File: config.mk
export PLATFORM = sky130hd
export DESIGN_NAME = inst_fetch_unit_flat
export DESIGN_NICKNAME = d
export VERILOG_FILES = /design/src/rtl/inst_fetch_unit_if.sv /design/src/rtl/inst_fetch_unit.sv /design/src/flat_wrapper.sv
export SDC_FILE = /design/constraint.sdc
export NUM_CORES = 1
export LEC_CHECK = 0
export CAP_MARGIN = 20
export CELL_PAD_IN_SITES_DETAIL_PLACEMENT = 0
export CELL_PAD_IN_SITES_GLOBAL_PLACEMENT = 1
export CORE_MARGIN = 2
export CORE_UTILIZATION = 35
export CTS_BUF_LIST = sky130_fd_sc_hd__clkbuf_16
export DETAILED_ROUTE_END_ITERATION = 8
export GPL_TIMING_DRIVEN = 0
export PLACE_DENSITY_LB_ADDON = 0.1
export SYNTH_ARGS = -nofsm -noshare
export SYNTH_HDL_FRONTEND = slang
export SYNTH_SLANG_ARGS = --single-unit
File: constraint.sdc
create_clock -name clk -period 2.25 [get_ports clk]
set_input_delay 0.45 -clock clk [delete_from_list [all_inputs] [get_ports clk]]
set_output_delay 0.45 -clock clk [all_outputs]
set_load 0.1 [all_outputs]
File: src/rtl/inst_fetch_unit_if.sv
// inst_fetch_unit_if
//  Bundles the core-facing fetch handshake and the instruction-memory read
//  port of the instruction fetch unit.
//  Modports:
//    slave  - the fetch unit itself (answers fetches, issues memory reads)
//    master - the environment (core + instruction memory / bus bridge)
//  Signals:
//    fetch_valid/fetch_ready/fetch_pc  fetch request from the core
//    flush                             redirect / fence.i
//    inst_valid/inst/inst_pc/misalign  returned instruction (one-cycle pulse)
//    mem_req_valid/mem_req_ready/mem_addr  64-bit aligned read request
//    mem_rsp_valid/mem_rdata               read response
interface inst_fetch_unit_if #(
    parameter int ADDR_WIDTH = 64,
    parameter int INST_WIDTH = 32,
    parameter int DATA_WIDTH = 64
);
    logic                  fetch_valid;
    logic                  fetch_ready;
    logic [ADDR_WIDTH-1:0] fetch_pc;
    logic                  flush;
    logic                  inst_valid;
    logic [INST_WIDTH-1:0] inst;
    logic [ADDR_WIDTH-1:0] inst_pc;
    logic                  misalign;
    logic                  mem_req_valid;
    logic                  mem_req_ready;
    logic [ADDR_WIDTH-1:0] mem_addr;
    logic                  mem_rsp_valid;
    logic [DATA_WIDTH-1:0] mem_rdata;

    modport slave (
        input  fetch_valid, fetch_pc, flush, mem_req_ready, mem_rsp_valid, mem_rdata,
        output fetch_ready, inst_valid, inst, inst_pc, misalign, mem_req_valid, mem_addr
    );

    modport master (
        output fetch_valid, fetch_pc, flush, mem_req_ready, mem_rsp_valid, mem_rdata,
        input  fetch_ready, inst_valid, inst, inst_pc, misalign, mem_req_valid, mem_addr
    );
endinterface

File: src/rtl/inst_fetch_unit.sv
// inst_fetch_unit
//  Instruction-side responder for the core. Accepts a fetch pc, returns the
//  32-bit instruction word, and reads memory 64 bits at a time through a
//  one-entry line buffer so both halves of a double-word cost one read.
//  Optional feature macro: IFU_MISALIGN_CHECK_EN
//    defined   - a fetch with pc[1:0]!=0 returns inst=0, misalign=1, no memory access
//    undefined - pc[1:0] is ignored and misalign is always 0
//  Ports:
//    clk  - clock, all logic on posedge
//    rst  - synchronous reset, active-high
//    bus  - inst_fetch_unit_if.slave (fetch handshake + memory read port)
//
//  state | meaning
//  IDLE  | waiting for a fetch; buffer hits answered from here
//  REQ   | read request presented, waiting for mem_req_ready
//  WAIT  | request accepted, waiting for read data
//  DROP  | flushed with a read outstanding; swallow its response
module inst_fetch_unit #(
    parameter int ADDR_WIDTH = 64,
    parameter int INST_WIDTH = 32,
    parameter int DATA_WIDTH = 64
) (
    input logic                clk,
    input logic                rst,
    inst_fetch_unit_if.slave   bus
);
    localparam int TAG_WIDTH = ADDR_WIDTH - 3;

    typedef enum logic [1:0] {IDLE, REQ, WAIT, DROP} state_t;

    state_t                state, nextState;
    logic                  readyEn;
    logic                  bufValid;
    logic [TAG_WIDTH-1:0]  bufTag;
    logic [DATA_WIDTH-1:0] bufData;
    logic [ADDR_WIDTH-1:0] pcReg;
    logic                  dropPend;
    logic                  memReqValid;
    logic [ADDR_WIDTH-1:0] memAddr;
    logic                  instValid;
    logic [INST_WIDTH-1:0] instReg;
    logic [ADDR_WIDTH-1:0] instPcReg;
    logic                  misalignReg;

    logic                  fetchReady;
    logic                  accept;
    logic                  handshake;
    logic                  hit;
    logic                  isMisaligned;
    logic [ADDR_WIDTH-1:0] pcEff;

`ifdef IFU_MISALIGN_CHECK_EN
    assign pcEff        = bus.fetch_pc;
    assign isMisaligned = |bus.fetch_pc[1:0];
`else
    assign pcEff        = {bus.fetch_pc[ADDR_WIDTH-1:2], 2'b00};
    assign isMisaligned = 1'b0;
`endif

    // readyEn keeps fetch_ready low until the first cycle after reset releases
    assign fetchReady = (state == IDLE) & readyEn & ~bus.flush & ~instValid;
    assign accept     = bus.fetch_valid & fetchReady;
    assign handshake  = memReqValid & bus.mem_req_ready;
    assign hit        = bufValid && (bufTag == pcEff[ADDR_WIDTH-1:3]);

    always_ff @(posedge clk) begin
        if (rst) state <= IDLE;
        else     state <= nextState;
    end

    always_comb begin
        nextState = state;
        case (state)
            IDLE: if (accept && !isMisaligned && !hit) nextState = REQ;
            // a flush seen while requesting cannot retract valid; drop the data later
            REQ:  if (handshake) nextState = (dropPend || bus.flush) ? DROP : WAIT;
            WAIT: begin
                if (bus.mem_rsp_valid) nextState = IDLE;
                else if (bus.flush)    nextState = DROP;
            end
            DROP: if (bus.mem_rsp_valid) nextState = IDLE;
            default: nextState = IDLE;
        endcase
    end

    always_ff @(posedge clk) begin
        if (rst) begin
            readyEn     <= 1'b0;
            bufValid    <= 1'b0;
            bufTag      <= '0;
            bufData     <= '0;
            pcReg       <= '0;
            dropPend    <= 1'b0;
            memReqValid <= 1'b0;
            memAddr     <= '0;
            instValid   <= 1'b0;
            instReg     <= '0;
            instPcReg   <= '0;
            misalignReg <= 1'b0;
        end else begin
            readyEn   <= 1'b1;
            instValid <= 1'b0;
            if (bus.flush) bufValid <= 1'b0;
            case (state)
                IDLE: begin
                    if (accept) begin
                        if (isMisaligned) begin
                            instValid   <= 1'b1;
                            instReg     <= '0;
                            instPcReg   <= pcEff;
                            misalignReg <= 1'b1;
                        end else if (hit) begin
                            instValid   <= 1'b1;
                            instReg     <= pcEff[2] ? bufData[63:32] : bufData[31:0];
                            instPcReg   <= pcEff;
                            misalignReg <= 1'b0;
                        end else begin
                            pcReg       <= pcEff;
                            memReqValid <= 1'b1;
                            memAddr     <= {pcEff[ADDR_WIDTH-1:3], 3'b000};
                            dropPend    <= 1'b0;
                        end
                    end
                end
                REQ: begin
                    if (bus.flush) dropPend <= 1'b1;
                    if (handshake) memReqValid <= 1'b0;
                end
                WAIT: begin
                    // a response coinciding with flush is discarded
                    if (bus.mem_rsp_valid && !bus.flush) begin
                        bufValid    <= 1'b1;
                        bufTag      <= pcReg[ADDR_WIDTH-1:3];
                        bufData     <= bus.mem_rdata;
                        instValid   <= 1'b1;
                        instReg     <= pcReg[2] ? bus.mem_rdata[63:32] : bus.mem_rdata[31:0];
                        instPcReg   <= pcReg;
                        misalignReg <= 1'b0;
                    end
                end
                default: ;
            endcase
        end
    end

    assign bus.fetch_ready   = fetchReady;
    assign bus.inst_valid    = instValid;
    assign bus.inst          = instReg;
    assign bus.inst_pc       = instPcReg;
    assign bus.misalign      = misalignReg;
    assign bus.mem_req_valid = memReqValid;
    assign bus.mem_addr      = memAddr;
endmodule

File: src/flat_wrapper.sv
// flat-port wrapper written by rule: the top's interface ports become plain ports
module inst_fetch_unit_flat 
#(
    parameter int ADDR_WIDTH = 64,
    parameter int INST_WIDTH = 32,
    parameter int DATA_WIDTH = 64
)
  (clk, rst, bus_fetch_valid, bus_fetch_pc, bus_flush, bus_mem_req_ready, bus_mem_rsp_valid, bus_mem_rdata, bus_fetch_ready, bus_inst_valid, bus_inst, bus_inst_pc, bus_misalign, bus_mem_req_valid, bus_mem_addr);
  inst_fetch_unit_if #(.ADDR_WIDTH(ADDR_WIDTH), .INST_WIDTH(INST_WIDTH), .DATA_WIDTH(DATA_WIDTH)) bus_i ();
  input logic clk;
  input logic rst;
  input wire logic [$bits(bus_i.fetch_valid)-1:0] bus_fetch_valid;
  input wire logic [$bits(bus_i.fetch_pc)-1:0] bus_fetch_pc;
  input wire logic [$bits(bus_i.flush)-1:0] bus_flush;
  input wire logic [$bits(bus_i.mem_req_ready)-1:0] bus_mem_req_ready;
  input wire logic [$bits(bus_i.mem_rsp_valid)-1:0] bus_mem_rsp_valid;
  input wire logic [$bits(bus_i.mem_rdata)-1:0] bus_mem_rdata;
  output wire logic [$bits(bus_i.fetch_ready)-1:0] bus_fetch_ready;
  output wire logic [$bits(bus_i.inst_valid)-1:0] bus_inst_valid;
  output wire logic [$bits(bus_i.inst)-1:0] bus_inst;
  output wire logic [$bits(bus_i.inst_pc)-1:0] bus_inst_pc;
  output wire logic [$bits(bus_i.misalign)-1:0] bus_misalign;
  output wire logic [$bits(bus_i.mem_req_valid)-1:0] bus_mem_req_valid;
  output wire logic [$bits(bus_i.mem_addr)-1:0] bus_mem_addr;
  assign bus_i.fetch_valid = bus_fetch_valid;
  assign bus_i.fetch_pc = bus_fetch_pc;
  assign bus_i.flush = bus_flush;
  assign bus_i.mem_req_ready = bus_mem_req_ready;
  assign bus_i.mem_rsp_valid = bus_mem_rsp_valid;
  assign bus_i.mem_rdata = bus_mem_rdata;
  assign bus_fetch_ready = bus_i.fetch_ready;
  assign bus_inst_valid = bus_i.inst_valid;
  assign bus_inst = bus_i.inst;
  assign bus_inst_pc = bus_i.inst_pc;
  assign bus_misalign = bus_i.misalign;
  assign bus_mem_req_valid = bus_i.mem_req_valid;
  assign bus_mem_addr = bus_i.mem_addr;
  inst_fetch_unit #(.ADDR_WIDTH(ADDR_WIDTH), .INST_WIDTH(INST_WIDTH), .DATA_WIDTH(DATA_WIDTH)) u_core (.clk(clk), .rst(rst), .bus(bus_i));
endmodule
==> results.txt, run 1 <==
Reg clk slew, reported paths: 0.06 ns
WP data arrival: 3.01 ns
ANT nets after route: 0
CP most frequent cell: buf_12
Post-DP HPWL: 46300 um
Post-Syn Area: 15600 um2
CP max stage cell: clkdlybuf4s50_1
Most Crowded Layer GR: met2
Root Driver: clkbuf_16
Routed WL per cell: 21.9 um
I/O Pins: 298
via count: 15667
later-pin clock latency in the skew report: 0.56 ns
largest cells by area after synthesis: dfxtp_1 37%, a21oi_1 10%, mux2i_1 8.2%
Final Worst Setup Slack: -0.342 ns
Yosys top cell by area: dfxtp_1
M1 GR Usage: 33.7%
GPL Wtd Cong: 0.876
Net count, final: 2478
critical path class: in2reg
Leak: 8.25 nW
Placement Rows: 77
Setup crit start kind: input port
DRT Pass-1 Iters: 5
Routed WL: 64800 um
outcome: finished with violations
CORE AREA: 44000 um2
Netlist cell types: 46
measured slew at the worst slew-check pin: 0.988 ns
Die Ht: 215 um
number of synthesized flops with an enable pin: 0
die area: 46200 um2
GR met3 Demand/Resource: 5.21%
Max Buffers Root-to-Sink: 3
cell area after layout: 21900 um2
Final Cycle Share: 115%
grt met2 use: 45.9%
Register Area: 5780 um2
Layout Cells excl Fill: 2961
Req. time, crit path: 2.67 ns
CP max FO: 8
largest net degree at the start of global routing: 20
RSZ-0062 raised after global routing: yes
sequential cell area fraction in the yosys report: 37.0%
Num CTS Buffers: 36
Initial Util: 35.4%
syn avg cell area: 7.93 um2
Slew HR: 34.4%
ys flop type: dfxtp_1
antenna violations before repair: 4
async set-reset flop share out of synthesis: 0%
post-cts hold buffer count: 0
final count of pins violating max slew: 0
CTS tree: done
max incr delay on CP: 0.55 ns
input/output buffers: 287
first-pass GRT wire length: 95600 um
CTS Sinks: 288
placed inst area: 19200 um2
# DRC: 0
fill cell count: 4398
pre-CTS setup slack: -1.30 ns
Total Power: 0.0121 W
GR Util All Layers: 27.0%
Worst Hold Class: in2reg
H-tree Lvls: 2
vias in the first global route: 15514
Multi-input gate area: 8990 um2
VDD IR max: 0.000404 V
post-synth top area share: 37.0%
Setup-failing EPs final: 160
GRT overflow: 0
synth warn: 0
die width: 215 um
Min Clock Period, post-route: 2.59 ns
Pwr Density: 554 nW/um2
Max Cap Violations: 0
#FFs+latches synth: 288
FMAX: 386 MHz
Via density: 5.29
area delta synth->final: 40.5%
failing checks: setup timing
drt initial violations: 891
Worst Setup End Kind: register
worst path cell trace: clkdlybuf4s50_1 -> xnor2_2 -> nand4_1 -> nor4_2 -> nand2_1 -> nor4_4 -> buf_6 -> buf_12 -> buf_12 -> clkbuf_16 -> mux2i_1 -> o21ai_1
final hold violations: 0
cell count after placement: 2848
Cells after Synth: 1964
clk_skew: 0.0271 ns
share of layout cells above drive strength 1: 23.7%
worst hold slack: 0.346 ns
## logic make-up (layout without fill, tap and decap cells)
logic type,after synthesis,after routing,share of synthesized area (%)
AND/OR/NAND/NOR,613,613,19.1
flip-flops,288,288,37.0
buffers and inverters,251,650,9.04
AO/OA/AOI/OAI,598,598,21.3
XOR/XNOR,53,53,2.98
multiplexers,160,160,10.6
other,1,7,0.0241
## registers in the layout (all words and copies together), names as in the netlist
register,cells
u_core.pcReg,62
u_core.bufTag,61
u_core.bufValid,1
u_core.bus.inst_valid,1
u_core.bus.mem_req_valid,1
u_core.bus.inst_pc,62
u_core.state,2
u_core.dropPend,1
u_core.readyEn,1
u_core.bufData,64
u_core.bus.inst,32
## Yosys cell counts, types with 10 or more instances
cell type  number
or3b_2         55
o21ai_0       128
a21boi_0       62
xnor2_1        32
o21ai_1        28
buf_4          69
nor2_1         69
nand4_1        10
nor3_1         36
clkbuf_1      126
nand2_1       323
and3_1         94
mux2i_1       127
buf_2          27
a21oi_1       316
dfxtp_1       288
inv_1          10
mux2_2         33
xor2_1         21
a21o_1         51
## per-stage QoR
step / utilization [%] / setup TNS [ns]
2_1_floorplan: - / 0
3_3_place_gp: 43.6 / -327.76
3_5_place_dp: 43.6 / -329.73
4_1_cts: 49.1 / -26.30
5_1_grt: 49.7 / -54.24
6_report: 49.7 / -39.59
## where the power goes
| group | total, W | internal (W) | switching [W] |
|---|---|---|---|
| Sequential | 0.00519 | 0.00515 | 0.0000465 |
| Clock | 0.00543 | 0.00307 | 0.00236 |
| Combinational | 0.00149 | 0.000505 | 0.000987 |
| Total | 0.0121 | 0.00872 | 0.00339 |
## worst paths after layout
check                      from                  end  slack [ns]  cells after the start
max             bus_fetch_pc[9]  u_core.bus.inst[21]       -0.34                     12
min             bus_fetch_pc[3]      u_core.pcReg[3]        0.35                      3
max reg2reg   u_core.bufTag[46]  u_core.bus.inst[21]       -0.33                     11
min reg2reg  u_core.bufData[54]   u_core.bufData[54]        0.45                      2
## worst max-delay path: cells and delay by family
family / cells / cell delay, ns
XOR/XNOR: 1 / 0.29
AO/OA/AOI/OAI: 1 / 0.08
AND/OR/NAND/NOR: 4 / 0.81
buffers and inverters: 5 / 1.20
multiplexers: 1 / 0.18
## cell usage in the layout, fill, tap and decap left out, types with 85 or more instances in the layout
master and count:
buf_4 85, o21ai_1 94, clkdlybuf4s15_2 101, a21oi_1 296, clkdlybuf4s50_1 105, and3_1 94
mux2i_1 127, clkbuf_1 92, dfxtp_1 281, nand2_1 322
## what timing repair did
| action | in CTS | in global routing |
|---|---|---|
| pin swaps | 71 | 31 |
| gates resized for setup | 715 | 103 |
| endpoints found under the setup margin | 444 | 320 |
| cloned | 13 | 5 |
| setup buffers | 27 | 13 |
## cell type report
cell class | count | area share [%]
well taps | 592 | 3.39
clock inverters | 25 | 0.601
plain buffers | 236 | 6.84
diodes | 1 | 0.0114
repair buffers | 342 | 17.2
multi-input cells | 1430 | 41.1
flip-flops and latches | 288 | 26.4
clock buffers | 37 | 4.23
inverters | 10 | 0.172
## metal layers
metal / part of all wire [%] / vias to the layer above
met3: 5.8 / 113
met5: 0.062 / -
met2: 48 / 465
met4: 3.4 / 6
met1: 43 / 7559
li1: - / 7524
No activity file was read; power rests on OpenSTA's default activity.
==> run 2, diff against run 1 <==
--- a/config.mk
+++ b/config.mk
@@ -5,15 +5,17 @@
 export SDC_FILE = /design/constraint.sdc
 export NUM_CORES = 1
 export LEC_CHECK = 0
+export ABC_AREA = 1
 export CAP_MARGIN = 20
 export CELL_PAD_IN_SITES_DETAIL_PLACEMENT = 0
 export CELL_PAD_IN_SITES_GLOBAL_PLACEMENT = 1
 export CORE_MARGIN = 2
-export CORE_UTILIZATION = 35
+export CORE_UTILIZATION = 32
 export CTS_BUF_LIST = sky130_fd_sc_hd__clkbuf_16
 export DETAILED_ROUTE_END_ITERATION = 8
 export GPL_TIMING_DRIVEN = 0
 export PLACE_DENSITY_LB_ADDON = 0.1
+export RECOVER_POWER = 25
 export SYNTH_ARGS = -nofsm -noshare
 export SYNTH_HDL_FRONTEND = slang
 export SYNTH_SLANG_ARGS = --single-unit
==> results.txt, run 2 <==
outcome: completed
I/O Pins: 298 (unchanged)
critical path class: reg2out
syn avg cell area: 6.96 um2 (-12%)
Worst R2R End: u_core.bus.inst[0]
H-tree Lvls: 2 (unchanged)
Req. time, crit path: 1.80 ns (-0.87 ns)
vias in the first global route: 12553 (-19%)
worst path cell trace: clkdlybuf4s15_1
via count: 13121 (-16%)
drt initial violations: 668 (-25%)
DRT Pass-1 Iters: 5 (unchanged)
Slew HR: 32.1% (-2.2 points)
antenna violations before repair: 8 (+4)
async set-reset flop share out of synthesis: 0% (unchanged)
internal power consumption: 0.00985 W (+13%)
Routed WL: 49000 um (-24%)
hold path endpoint: u_core.pcReg[17]
cell count after placement: 2703 (-5.1%)
combinational fraction of design power: 27.1% (+15 points)
count leader, synth: nor2_1
CORE AREA: 40600 um2 (-7.9%)
flop-to-flop setup slack: 0.15 ns (+0.48 ns)
Total Power: 0.0154 W (+27%)
input/output buffers: 288 (+0.35%)
FF-to-FF path depth: 8 (-3)
die width: 206 um (-4.1%)
Max Buffers Root-to-Sink: 3 (unchanged)
number of synthesized flops with an enable pin: 0 (unchanged)
Max Cap Violations: 0 (unchanged)
post-synth top area share: 44.1% (+7.1 points)
RSZ-0062 raised after global routing: yes
ys flop type: dfxtp_1
Worst Setup End Kind: primary output
Die Ht: 206 um (-4.1%)
GR Util All Layers: 22.6% (-4.4 points)
Commonest cells post-synth: 431 x nor2_1, 345 x o21ai_0, 288 x dfxtp_1
Psw: 0.00558 W (+65%)
Cells after Synth: 1878 (-4.4%)
measured slew at the worst slew-check pin: 1.02 ns (+0.0335 ns)
Cells on Worst Hold Path: 3 (unchanged)
switch share: 36.2% (+8.2 points)
Reg clk slew, reported paths: 0.06 ns (about the same)
Worst path top cell family by delay: buffers and inverters
max incr delay on CP: 0.84 ns (+0.29 ns)
Netlist cell types: 28 (-39%)
Placement Rows: 74 (-3.9%)
min-delay src: bus_fetch_pc[17]
Layout Cells excl Fill: 2771 (-6.4%)
Levels on crit path: 1 (-11)
GRT overflow: 0 (unchanged)
Post-Syn Area: 13100 um2 (-16%)
Crit path buffers/inverters: 1 (-4)
Min Clock Period, post-route: 2.21 ns (-0.382 ns)
WP data arrival: 1.76 ns (-1.25 ns)
CP max stage cell: clkdlybuf4s15_1
share of layout cells above drive strength 1: 13.4% (-10 points)
Setup crit start kind: register
CTS Sinks: 288 (unchanged)
Root Driver: clkbuf_16
FMAX: 453 MHz (+17%)
commonest non-fill, non-tap cells in the layout: 421 x nor2_1, 328 x o21ai_0, 288 x dfxtp_1
largest cells by area after synthesis: dfxtp_1 44%, o21ai_0 13%, nor2_1 12%
worst reg2reg path startpoint: u_core.state[1]
# DRC: 0 (unchanged)
CP max FO: 2 (-6)
first-pass GRT wire length: 73300 um (-23%)
max FFs per register: 64 (unchanged)
Setup-failing EPs final: 0 (-100%)
area delta synth->final: 38.4%
Biggest register: u_core.bufData
largest net degree at the start of global routing: 12 (-40%)
Num CTS Buffers: 37 (+2.8%)
Initial Util: 32.2% (-3.1 points)
commonest non-fill, non-tap cell in the layout: nor2_1
sequential cell area fraction in the yosys report: 44.1% (+7.1 points)
Post-DP HPWL: 35100 um (-24%)
die area: 42500 um2 (-8.1%)
clock share of power: 36.5% (-8.3 points)
Routed WL per cell: 17.7 um (-19%)
clk_skew: 0.0178 ns (-0.00922 ns)
CTS tree: done
VDD IR max: 0.000423 V (+4.9%)
Net count, final: 2346 (-5.3%)
synth warn: 0 (unchanged)
Worst Hold Class: in2reg
final count of pins violating max slew: 0 (unchanged)
later-pin clock latency in the skew report: 0.55 ns (about the same)
ANT nets after route: 0 (unchanged)
final hold violations: 0 (unchanged)
#FFs+latches synth: 288 (unchanged)
share of total power in sequential cells: 36.4% (-6.5 points)
Yosys top cell by area: dfxtp_1
Leak: 7.65 nW (-7.3%)
Pwr Density: 854 nW/um2 (+54%)
Via density: 4.74 (-11%)
GPL Wtd Cong: 0.816 (-6.8%)
Final Cycle Share: 98.2% (-17 points)
==> run 2: routing by layer <==
layer	global-route usage, %	vias up	wire length (um)
met5	0	-	41
met4	6.07	6	1000
met3	5.30	68	2890
met2	37.0	357	22600
met1	29.8	6042	22400
li1	-	6648	-
==> run 2: what timing repair did <==
item                                    CTS  global route
gates cloned                              0             1
hold buffers                              0             0
pin swaps                                 2             8
resized for setup                       351           127
buffers inserted                          1             0
endpoints found under the setup margin  377           196
==> run 2: final cells by class <==
cell class	instances	area [um2]
inverters	162	616
multi-input cells	1245	5790
diodes	4	10.0
flip-flops and latches	288	5770
clock buffers	39	976
well taps	532	666
plain buffers	188	1200
clock inverters	23	151
repair buffers	290	2900
fillers	4301	22500
==> run 2: kinds of logic after synthesis <==
family          share of synthesized area [%]
xor+xnor                                0.134
simple gates                             19.1
buf+inv                                  12.9
compound gates                           21.5
other cells                            0.0287
mux                                      2.22
flops                                    44.1
==> run 2: worst max-delay path by stage <==
stage / start / slack, ns / end
3_3_place_gp: bus_fetch_pc[56] / -0.89 / u_core.pcReg[39]
3_5_place_dp: bus_fetch_pc[54] / -0.89 / u_core.pcReg[35]
2_1_floorplan: u_core.state[0] / 0.16 / u_core.bus.inst_pc[45]
4_1_cts: u_core.bus.inst[19] / 0.00004 / bus_inst[19]
5_1_grt: u_core.state[1] / -0.02 / u_core.bus.inst_pc[7]
6_report: u_core.bus.inst[28] / 0.04 / bus_inst[28]
==> run 2: worst register-to-register path, cell delays in order (launching register included) <==
cell     delay (ns)
dfxtp_1        0.38
inv_1          0.12
nor2_1         0.21
buf_4          0.28
buf_2          0.25
buf_2          0.31
o22ai_1        0.19
o21ai_4        0.20
nor2_1         0.05
==> run 2: stage by stage <==
step,hold WS [ns],TNS (ns),worst slack [ns],instance area (um2),utilization [%]
floorplan,0.429,0,0.158,13100,-
global placement,0.444,-178.01,-0.891,16600,41.0
detailed placement,0.448,-180.70,-0.895,16600,41.0
CTS,0.402,0,0.0000411,17900,44.0
global route,0.310,-0.116,-0.0249,18100,44.6
finish,0.287,0,0.0403,18100,44.6
==> run 2: power by group through the flow <==
stage               Clock (W)  Combinational, W  Sequential, W
detailed placement          0           0.00422        0.00573
CTS                   0.00578           0.00415        0.00561
finish                0.00564           0.00418        0.00561
global placement            0           0.00422        0.00572
floorplan                   0           0.00206        0.00662
global route          0.00597           0.00445        0.00565
